File: config.mk
export PLATFORM = sky130hd
export DESIGN_NAME = jstk2_poll_scheduler
export DESIGN_NICKNAME = d
export VERILOG_FILES = /design/src/rtl/jstk2_poll_scheduler.sv
export SDC_FILE = /design/constraint.sdc
export NUM_CORES = 1
export LEC_CHECK = 0
export CAP_MARGIN = 20
export CORE_MARGIN = 8
export CORE_UTILIZATION = 45
export CTS_BUF_LIST = sky130_fd_sc_hd__clkbuf_4
export DETAILED_ROUTE_END_ITERATION = 6
export PLACE_DENSITY = 0.77
export SETUP_SLACK_MARGIN = 0.1
export SLEW_MARGIN = 20
export SYNTH_ARGS = -nofsm -noshare
export SYNTH_HDL_FRONTEND = slang
export SYNTH_SLANG_ARGS = --single-unit
File: constraint.sdc
create_clock -name i_clk -period 2.5 [get_ports i_clk]
set_clock_uncertainty 0.05 [all_clocks]
set_input_delay 0.75 -clock i_clk [delete_from_list [all_inputs] [get_ports i_clk]]
set_output_delay 0.75 -clock i_clk [all_outputs]
set_load 0.02 [all_outputs]
File: src/rtl/jstk2_poll_scheduler.sv
`default_nettype none
// ============================================================================
// jstk2_poll_scheduler -- frames 5-byte JSTK2 polls over an external SPI byte engine
// Revision 1.0
// ============================================================================
module jstk2_poll_scheduler #(
  parameter int unsigned SAMPLE_PERIOD_CYC = 100000,
  parameter int unsigned CS_SETUP_CYC      = 1000,
  parameter int unsigned BYTE_GAP_CYC      = 1500,
  parameter int unsigned TIMEOUT_CYC       = 4096
) (
  input  logic       i_clk,
  input  logic       i_reset,
  input  logic       i_enable,
  input  logic [7:0] i_cmd,
  output logic       o_cs_n,
  output logic       o_byte_start,
  output logic [7:0] o_tx_byte,
  input  logic       i_byte_done,
  input  logic [7:0] i_rx_byte,
  output logic [9:0] o_x,
  output logic [9:0] o_y,
  output logic [1:0] o_btn,
  output logic       o_valid,
  output logic       o_error,
  output logic       o_busy
);

  typedef enum logic [2:0] {
    S_IDLE        = 3'd0,
    S_CS_SETUP    = 3'd1,
    S_START       = 3'd2,
    S_WAIT_DONE   = 3'd3,
    S_GAP         = 3'd4,
    S_PERIOD_WAIT = 3'd5
  } state_t;

  localparam logic [31:0] C_SETUP_LAST   = 32'(CS_SETUP_CYC - 1);
  localparam logic [31:0] C_GAP_LAST     = 32'(BYTE_GAP_CYC - 1);
  localparam logic [31:0] C_TIMEOUT_LAST = 32'(TIMEOUT_CYC - 1);
  localparam logic [31:0] C_PERIOD_LAST  = 32'(SAMPLE_PERIOD_CYC - 1);

  state_t      state_q, state_d;
  logic [31:0] cnt_q, cnt_d;
  logic [2:0]  idx_q, idx_d;
  logic [7:0]  cmd_q, cmd_d;
  logic [7:0]  b0_q, b0_d;
  logic [1:0]  b1_q, b1_d;
  logic [7:0]  b2_q, b2_d;
  logic [1:0]  b3_q, b3_d;
  logic        cs_n_q, cs_n_d;
  logic        byte_start_q, byte_start_d;
  logic [7:0]  tx_byte_q, tx_byte_d;
  logic [9:0]  x_q, x_d;
  logic [9:0]  y_q, y_d;
  logic [1:0]  btn_q, btn_d;
  logic        valid_q, valid_d;
  logic        error_q, error_d;
  logic        busy_q, busy_d;

  always_comb begin
    state_d = state_q;
    cnt_d   = cnt_q + 32'd1;
    idx_d   = idx_q;
    cmd_d   = cmd_q;
    b0_d    = b0_q;
    b1_d    = b1_q;
    b2_d    = b2_q;
    b3_d    = b3_q;
    x_d     = x_q;
    y_d     = y_q;
    btn_d   = btn_q;
    valid_d = 1'b0;
    error_d = 1'b0;

    case (state_q)
      S_IDLE: begin
        if (i_enable) begin
          state_d = S_CS_SETUP;
          idx_d   = 3'd0;
          cmd_d   = i_cmd;
        end
      end
      S_CS_SETUP: begin
        if (cnt_q == C_SETUP_LAST) state_d = S_START;
      end
      S_START: begin
        state_d = S_WAIT_DONE;
      end
      S_WAIT_DONE: begin
        // A done arriving on the terminal count still wins over the timeout.
        if (i_byte_done) begin
          case (idx_q)
            3'd0:    b0_d = i_rx_byte;
            3'd1:    b1_d = i_rx_byte[1:0];
            3'd2:    b2_d = i_rx_byte;
            3'd3:    b3_d = i_rx_byte[1:0];
            default: b0_d = b0_q;
          endcase
          if (idx_q == 3'd4) begin
            state_d = S_PERIOD_WAIT;
            x_d     = {b1_q, b0_q};
            y_d     = {b3_q, b2_q};
            btn_d   = i_rx_byte[1:0];
            valid_d = 1'b1;
          end else begin
            state_d = S_GAP;
            idx_d   = idx_q + 3'd1;
          end
        end else if (cnt_q == C_TIMEOUT_LAST) begin
          state_d = S_PERIOD_WAIT;
          error_d = 1'b1;
        end
      end
      S_GAP: begin
        if (cnt_q == C_GAP_LAST) state_d = S_START;
      end
      S_PERIOD_WAIT: begin
        if (cnt_q == C_PERIOD_LAST) begin
          if (i_enable) begin
            state_d = S_CS_SETUP;
            idx_d   = 3'd0;
            cmd_d   = i_cmd;
          end else begin
            state_d = S_IDLE;
          end
        end
      end
      default: state_d = S_IDLE;
    endcase

    if ((state_d != state_q) || (state_q == S_IDLE)) cnt_d = 32'd0;

    // Outputs are registered versions of the state being entered.
    cs_n_d       = !((state_d == S_CS_SETUP) || (state_d == S_START) ||
                     (state_d == S_WAIT_DONE) || (state_d == S_GAP));
    byte_start_d = (state_d == S_START);
    tx_byte_d    = ((state_d == S_START) && (idx_d == 3'd0)) ? cmd_d : 8'h00;
    busy_d       = (state_d != S_IDLE);
  end

  always_ff @(posedge i_clk) begin
    if (i_reset) begin
      state_q      <= S_IDLE;
      cnt_q        <= 32'd0;
      idx_q        <= 3'd0;
      cmd_q        <= 8'h00;
      b0_q         <= 8'h00;
      b1_q         <= 2'b00;
      b2_q         <= 8'h00;
      b3_q         <= 2'b00;
      cs_n_q       <= 1'b1;
      byte_start_q <= 1'b0;
      tx_byte_q    <= 8'h00;
      x_q          <= 10'd0;
      y_q          <= 10'd0;
      btn_q        <= 2'b00;
      valid_q      <= 1'b0;
      error_q      <= 1'b0;
      busy_q       <= 1'b0;
    end else begin
      state_q      <= state_d;
      cnt_q        <= cnt_d;
      idx_q        <= idx_d;
      cmd_q        <= cmd_d;
      b0_q         <= b0_d;
      b1_q         <= b1_d;
      b2_q         <= b2_d;
      b3_q         <= b3_d;
      cs_n_q       <= cs_n_d;
      byte_start_q <= byte_start_d;
      tx_byte_q    <= tx_byte_d;
      x_q          <= x_d;
      y_q          <= y_d;
      btn_q        <= btn_d;
      valid_q      <= valid_d;
      error_q      <= error_d;
      busy_q       <= busy_d;
    end
  end

  assign o_cs_n       = cs_n_q;
  assign o_byte_start = byte_start_q;
  assign o_tx_byte    = tx_byte_q;
  assign o_x          = x_q;
  assign o_y          = y_q;
  assign o_btn        = btn_q;
  assign o_valid      = valid_q;
  assign o_error      = error_q;
  assign o_busy       = busy_q;

endmodule
`default_nettype wire
Word-level counts from Yosys, hierarchy flattened --
Index checks and enable logic that the tools add are counted.
Operators by class: add/sub/neg operators 2, equal/unequal tests 18, muxes and demuxes 19, bitwise operators 3, reductions and logical operators 19
Operators by type and width (count):
- adder 32 x 1 -> 32 bit, second input constant | 1
- equality test 32 x 10 -> 1 bit, second input constant | 1
- equality test 32 x 11 -> 1 bit, second input constant | 1
- equality test 32 x 12 -> 1 bit, second input constant | 1
- equality test 32 x 17 -> 1 bit, second input constant | 1
- 2-to-1 mux 3 bit | 10
- equality test 3 x 2 -> 1 bit, second input constant | 6
- case mux 3 bit (6 select lines) | 1
- 2-to-1 mux 8 bit | 2
- case mux 8 bit (2 select lines) | 1
- AND reduction 3 bit | 5
- equality test 3 bit, second input constant | 4
- equality test 3 x 1 -> 1 bit, second input constant | 3
- logical NOT 3 bit | 3
- case mux 3 bit (3 select lines) | 1
- OR reduction 3 bit | 2
- logical OR 1 bit | 4
- 2-to-1 mux 1 bit | 4
- OR reduction 2 bit | 2
- adder 3 x 1 -> 3 bit, second input constant | 1
- != test 3 bit | 1
- NOT 1 bit | 3
- nonzero test 3 bit | 1
- logical AND 1 bit | 1
- logical NOT 1 bit | 1
Word-level totals: bits in registers 101, input port bits 20, output and inout bits 35

Longest topological paths before layout --
depth in word-level cells 9, mapped depth 9, mapped depth without buffers 8

Worst setup path before layout --
Ideal clock, no wire load.
path type register to register, start point reg cnt_q[4], end point reg cnt_q[28], data arrival time 2.145 ns, data required time 2.335 ns, setup slack 0.191 ns, cell stages (with the launch flop) 8, cell sequence dfxtp_1 -> or4b_1 -> or4_4 -> a2111oi_4 -> nor3_1 -> o21ai_2 -> buf_6 -> nor2_1
Between the ends: longest elaborated chain between the ends 7, elaborated cells on any way between the ends 14
RTL lines:
- start, declared | RTL line 44 | logic [31:0] cnt_q, cnt_d;
- start signal, assigned | RTL line 163 | cnt_q <= cnt_d;
- equality test 32 x 12 -> 1 bit | RTL line 110 | end else if (cnt_q == C_TIMEOUT_LAST) begin
- 2-to-1 mux 3 bit | RTL line 110
- 2-to-1 mux 3 bit | RTL line 92 | if (i_byte_done) begin
- case mux 3 bit (6 select lines) | RTL line 76 | case (state_q)
- != test 3 bit | RTL line 132 | if ((state_d != state_q) || (state_q == S_IDLE)) cnt_d = 32'd0;
- logical OR 1 bit | RTL line 132
- OR reduction 2 bit (no source line)
Several ways; a longest one is shown, not always the timed one. A chain may end at the register's enable or synchronous reset.

Worst setup path in the final report --
start point in i_enable, end point reg tx_byte_q[2], in the netlist o_tx_byte[2]
Between the ends: longest elaborated chain between the ends 7, elaborated cells on any way between the ends 15
RTL lines:
- start, declared | RTL line 14 | input logic i_enable,
- 2-to-1 mux 1 bit / 2-to-1 mux 3 bit (equally long branches) | RTL line 120, 78
- 2-to-1 mux 3 bit | RTL line 119 | if (cnt_q == C_PERIOD_LAST) begin
- case mux 3 bit (6 select lines) / case mux 3 bit (3 select lines) (equally long branches) | RTL line 76
- equality test 3 x 2 -> 1 bit / logical NOT 3 bit (equally long branches) | RTL line 138 | tx_byte_d = ((state_d == S_START) && (idx_d == 3'd0)) ? cmd_d : 8'h00;
- logical AND 1 bit | RTL line 138
- NOT 1 bit (no source line)
- OR reduction 2 bit (no source line)
- end signal, assigned | RTL line 172 | tx_byte_q <= tx_byte_d;
- end, declared | RTL line 53 | logic [7:0] tx_byte_q, tx_byte_d;
Several ways; a longest one is shown, not always the timed one.

==> flow_metrics.tcl <==
set metrics [dict create \
    status "completed" \
    cp-start-kind "input pin" \
    design_power_total_mw 2.70 \
    layout.cells.most_common_list "nand2_1 (99), dfxtp_1 (99), nor2_1 (59), clkdlybuf4s50_1 (53), a21oi_1 (46)" \
    critPathRequiredTime_ps 2810 \
    pin_count 55 \
    viasPerCell 5.40 \
    cap_violations 0 \
    dieArea_sq_um 12700 \
    placed_area_sq_um 5040 \
    drive_gt1_share_pct 12.3 \
    fin_area_sq_um 5290 \
    async_flop_share_pct 0 \
    antenna_found_initial 0 \
    cts.sinks 101 \
    p_leak_nw 1.80 \
    timing.setup.tns_ps 0 \
    worst_pin_slew_ps 726 \
    worstHoldStart "b0_q[6]" \
    cp_top_family "compound AO/OA/AOI/OAI gates" \
    ctsHoldBuffers 0 \
    rrSetupSlack_ps 90 \
    finalHoldViolCount 0 \
    diodes 0 \
    tritoncts "yes" \
    synth_edf_count 0 \
    fmax_ghz 0.409 \
    avgSynthCellArea_sq_um 8.45 \
    grt_use_total_pct 14.9 \
    path_max_fanout 6 \
    period_minus_slack_ps 2450 \
    die-width_microns 113 \
    layout.nets 598 \
    rsz0062_at_grt "true" \
    drtIter0Drc 153 \
    wl_per_cell_microns 14.5 \
    gr-total-overflow 0 \
    syn_area_sq_um 4220 \
    first_pass_iters 4 \
    crit_buf_inv 1 \
    slew_headroom_pct 50.9 \
    synth_fp_nets 526 \
    whs_path_depth 2 \
    path_cells "clkdlybuf4s50_1, or3b_2, a21boi_0, o21a_1, o22ai_2, o2111ai_4, nor3_1" \
    reg2reg_depth 6 \
    fin_crit_sh_pct 97.8 \
    fin_cells 688 \
    critPathKind "in -> reg" \
    cts_root_buf "clkbuf_4" \
    io_buffer_count 54 \
    dp_hpwl_mm 7.08 \
    post_cts_buffers 0 \
    power.density_nw_per_um2 510 \
    row_count 35 \
    cts_max_level 3 \
    cts_max_path_buffers 2 \
    ys_types 46 \
    crit_slowest_cell "clkdlybuf4s50_1" \
    insertion_delay_ps 440 \
    ir_drop_mv 0.352 \
    die_height_microns 113 \
    clk_pin_slew_ps 170 \
    wirelength_mm 9.96 \
    crit_path_max_incr_delay_ps 570 \
    area_delta_synth_final_pct 25.3 \
    crit_path_end_kind "flip-flop" \
    hold_class "reg -> reg" \
    ant_nets 0 \
    core_sq_um 9200 \
    rr_endpoint "o_tx_byte[2]" \
    hold_end "o_x[6]" \
    yosys_warnings 0 \
    seq_area_frac_synth_pct 47.9 \
    via_count 3714 \
    grt_pass1_vias 3490 \
    report.final.slew_viol_count 0 \
    drc 0 \
    worst_ep_arrival_time_ps 2760 \
    grt_max_degree 53 \
    dp.cells 672 \
    start_util_pct 45.9 \
    synth_flop_cell "dfxtp_1" \
    r2r_start "cnt_q[4]" \
    synth-seq-cells 101 \
    finalSetupViolCount 0 \
    synthCells 500 \
    grt_pass1_wl_mm 15.8 \
    numCtsBuffers 9 \
    gp_routability_congestion 0.919 \
]
==> flip-flops by register name, summed over array words and instances, names as in the netlist <==
signal	flops
b1_q	2
o_y	10
o_btn	2
state_q	3
o_tx_byte	8
b2_q	8
o_byte_start	1
cmd_q	8
b0_q	8
o_busy	1
o_valid	1
cnt_q	32
o_cs_n	1
o_x	10
b3_q	2
o_error	1
idx_q	3
==> layer usage <==
| layer | track usage [%] | vias to the layer above | routed length, microns |
|---|---|---|---|
| li1 | - | 1850 | - |
| met1 | 17.1 | 1755 | 4330 |
| met2 | 26.0 | 91 | 4920 |
| met3 | 4.05 | 18 | 519 |
| met4 | 5.68 | 0 | 182 |
| met5 | 0 | - | 0 |
==> worst register-to-register path: cells and delay by family, from the launching register on <==
kind | cells | cell delay, ps
AOI/OAI and AO/OA | 2 | 540
DFF | 1 | 350
and+or+nand+nor | 3 | 1200
buffers and inverters | 1 | 200
==> synthesized netlist by cell type, types with 3 or more instances <==
library cell  count  area share (%)
nand2_1          99             8.8
ha_1              6             1.8
xnor2_1          16             3.3
nor4_1            7             1.0
nor2_1           59             5.2
a21oi_1          47             5.6
nand4_1           8             1.2
nand4b_1          3            0.62
and4_1            4            0.83
o21a_1            4            0.71
buf_6             3            0.80
nand3_1          21             2.5
nor4b_1           4            0.83
and2_1            5            0.74
and3_1           12             1.8
mux2i_1           8             1.9
a211oi_1          3            0.53
inv_1            10            0.89
clkbuf_1         16             1.4
nor3_1           18             2.1
xor2_1           15             3.1
dfxtp_1         101              48
==> repair_timing <==
| action | CTS | global route |
|---|---|---|
| gates resized for setup | 5 | 13 |
| pin swaps | 1 | 3 |
| endpoints found under the setup margin | 9 | 35 |
==> worst max-delay path by stage <==
stage / from / slack [ps] / to / depth (start not counted)
after global routing: cnt_q[4] / -2 / o_tx_byte[2] / 6
after detailed placement: i_byte_done / -400 / o_tx_byte[6] / 7
after global placement: i_enable / -290 / o_busy / 6
after CTS: cnt_q[4] / 110 / o_tx_byte[1] / 6
after floorplan: cnt_q[4] / 190 / cnt_q[28] / 7
final: i_enable / 50 / o_tx_byte[2] / 7
==> cell families after synthesis <==
group,Yosys count,synth area share (%)
compound gates,69,10.1
fa+ha+maj,6,1.78
simple gates,252,28.4
flops,101,47.9
mux,8,1.90
xor+xnor,31,6.43
buf+inv,33,3.53
==> area by class of cell <==
type | count | area (sq um)
Fill cell | 832 | 3900
Multi-Input combinational cell | 366 | 2150
Clock inverter | 7 | 92.6
Clock buffer | 9 | 67.6
Timing Repair Buffer | 84 | 786
Sequential cell | 101 | 2020
Tap cell | 111 | 139
Inverter | 10 | 37.5
==> power breakdown <==
part	switching, mW	internal, mW
registers	0.00483	1.62
logic	0.0800	0.0695
clock network	0.592	0.331
total	0.677	2.02
==> metrics by stage <==
stage / hold WS (ps) / worst slack, ps / utilization [%]
finish: 414 / 54.9 / 57.6
global route: 426 / -1.60 / 57.6
CTS: 409 / 108 / 56.9
detailed placement: 396 / -397 / 54.8
global placement: 387 / -289 / 54.8
floorplan: 380 / 191 / -
(Power assumes the default switching activity.)
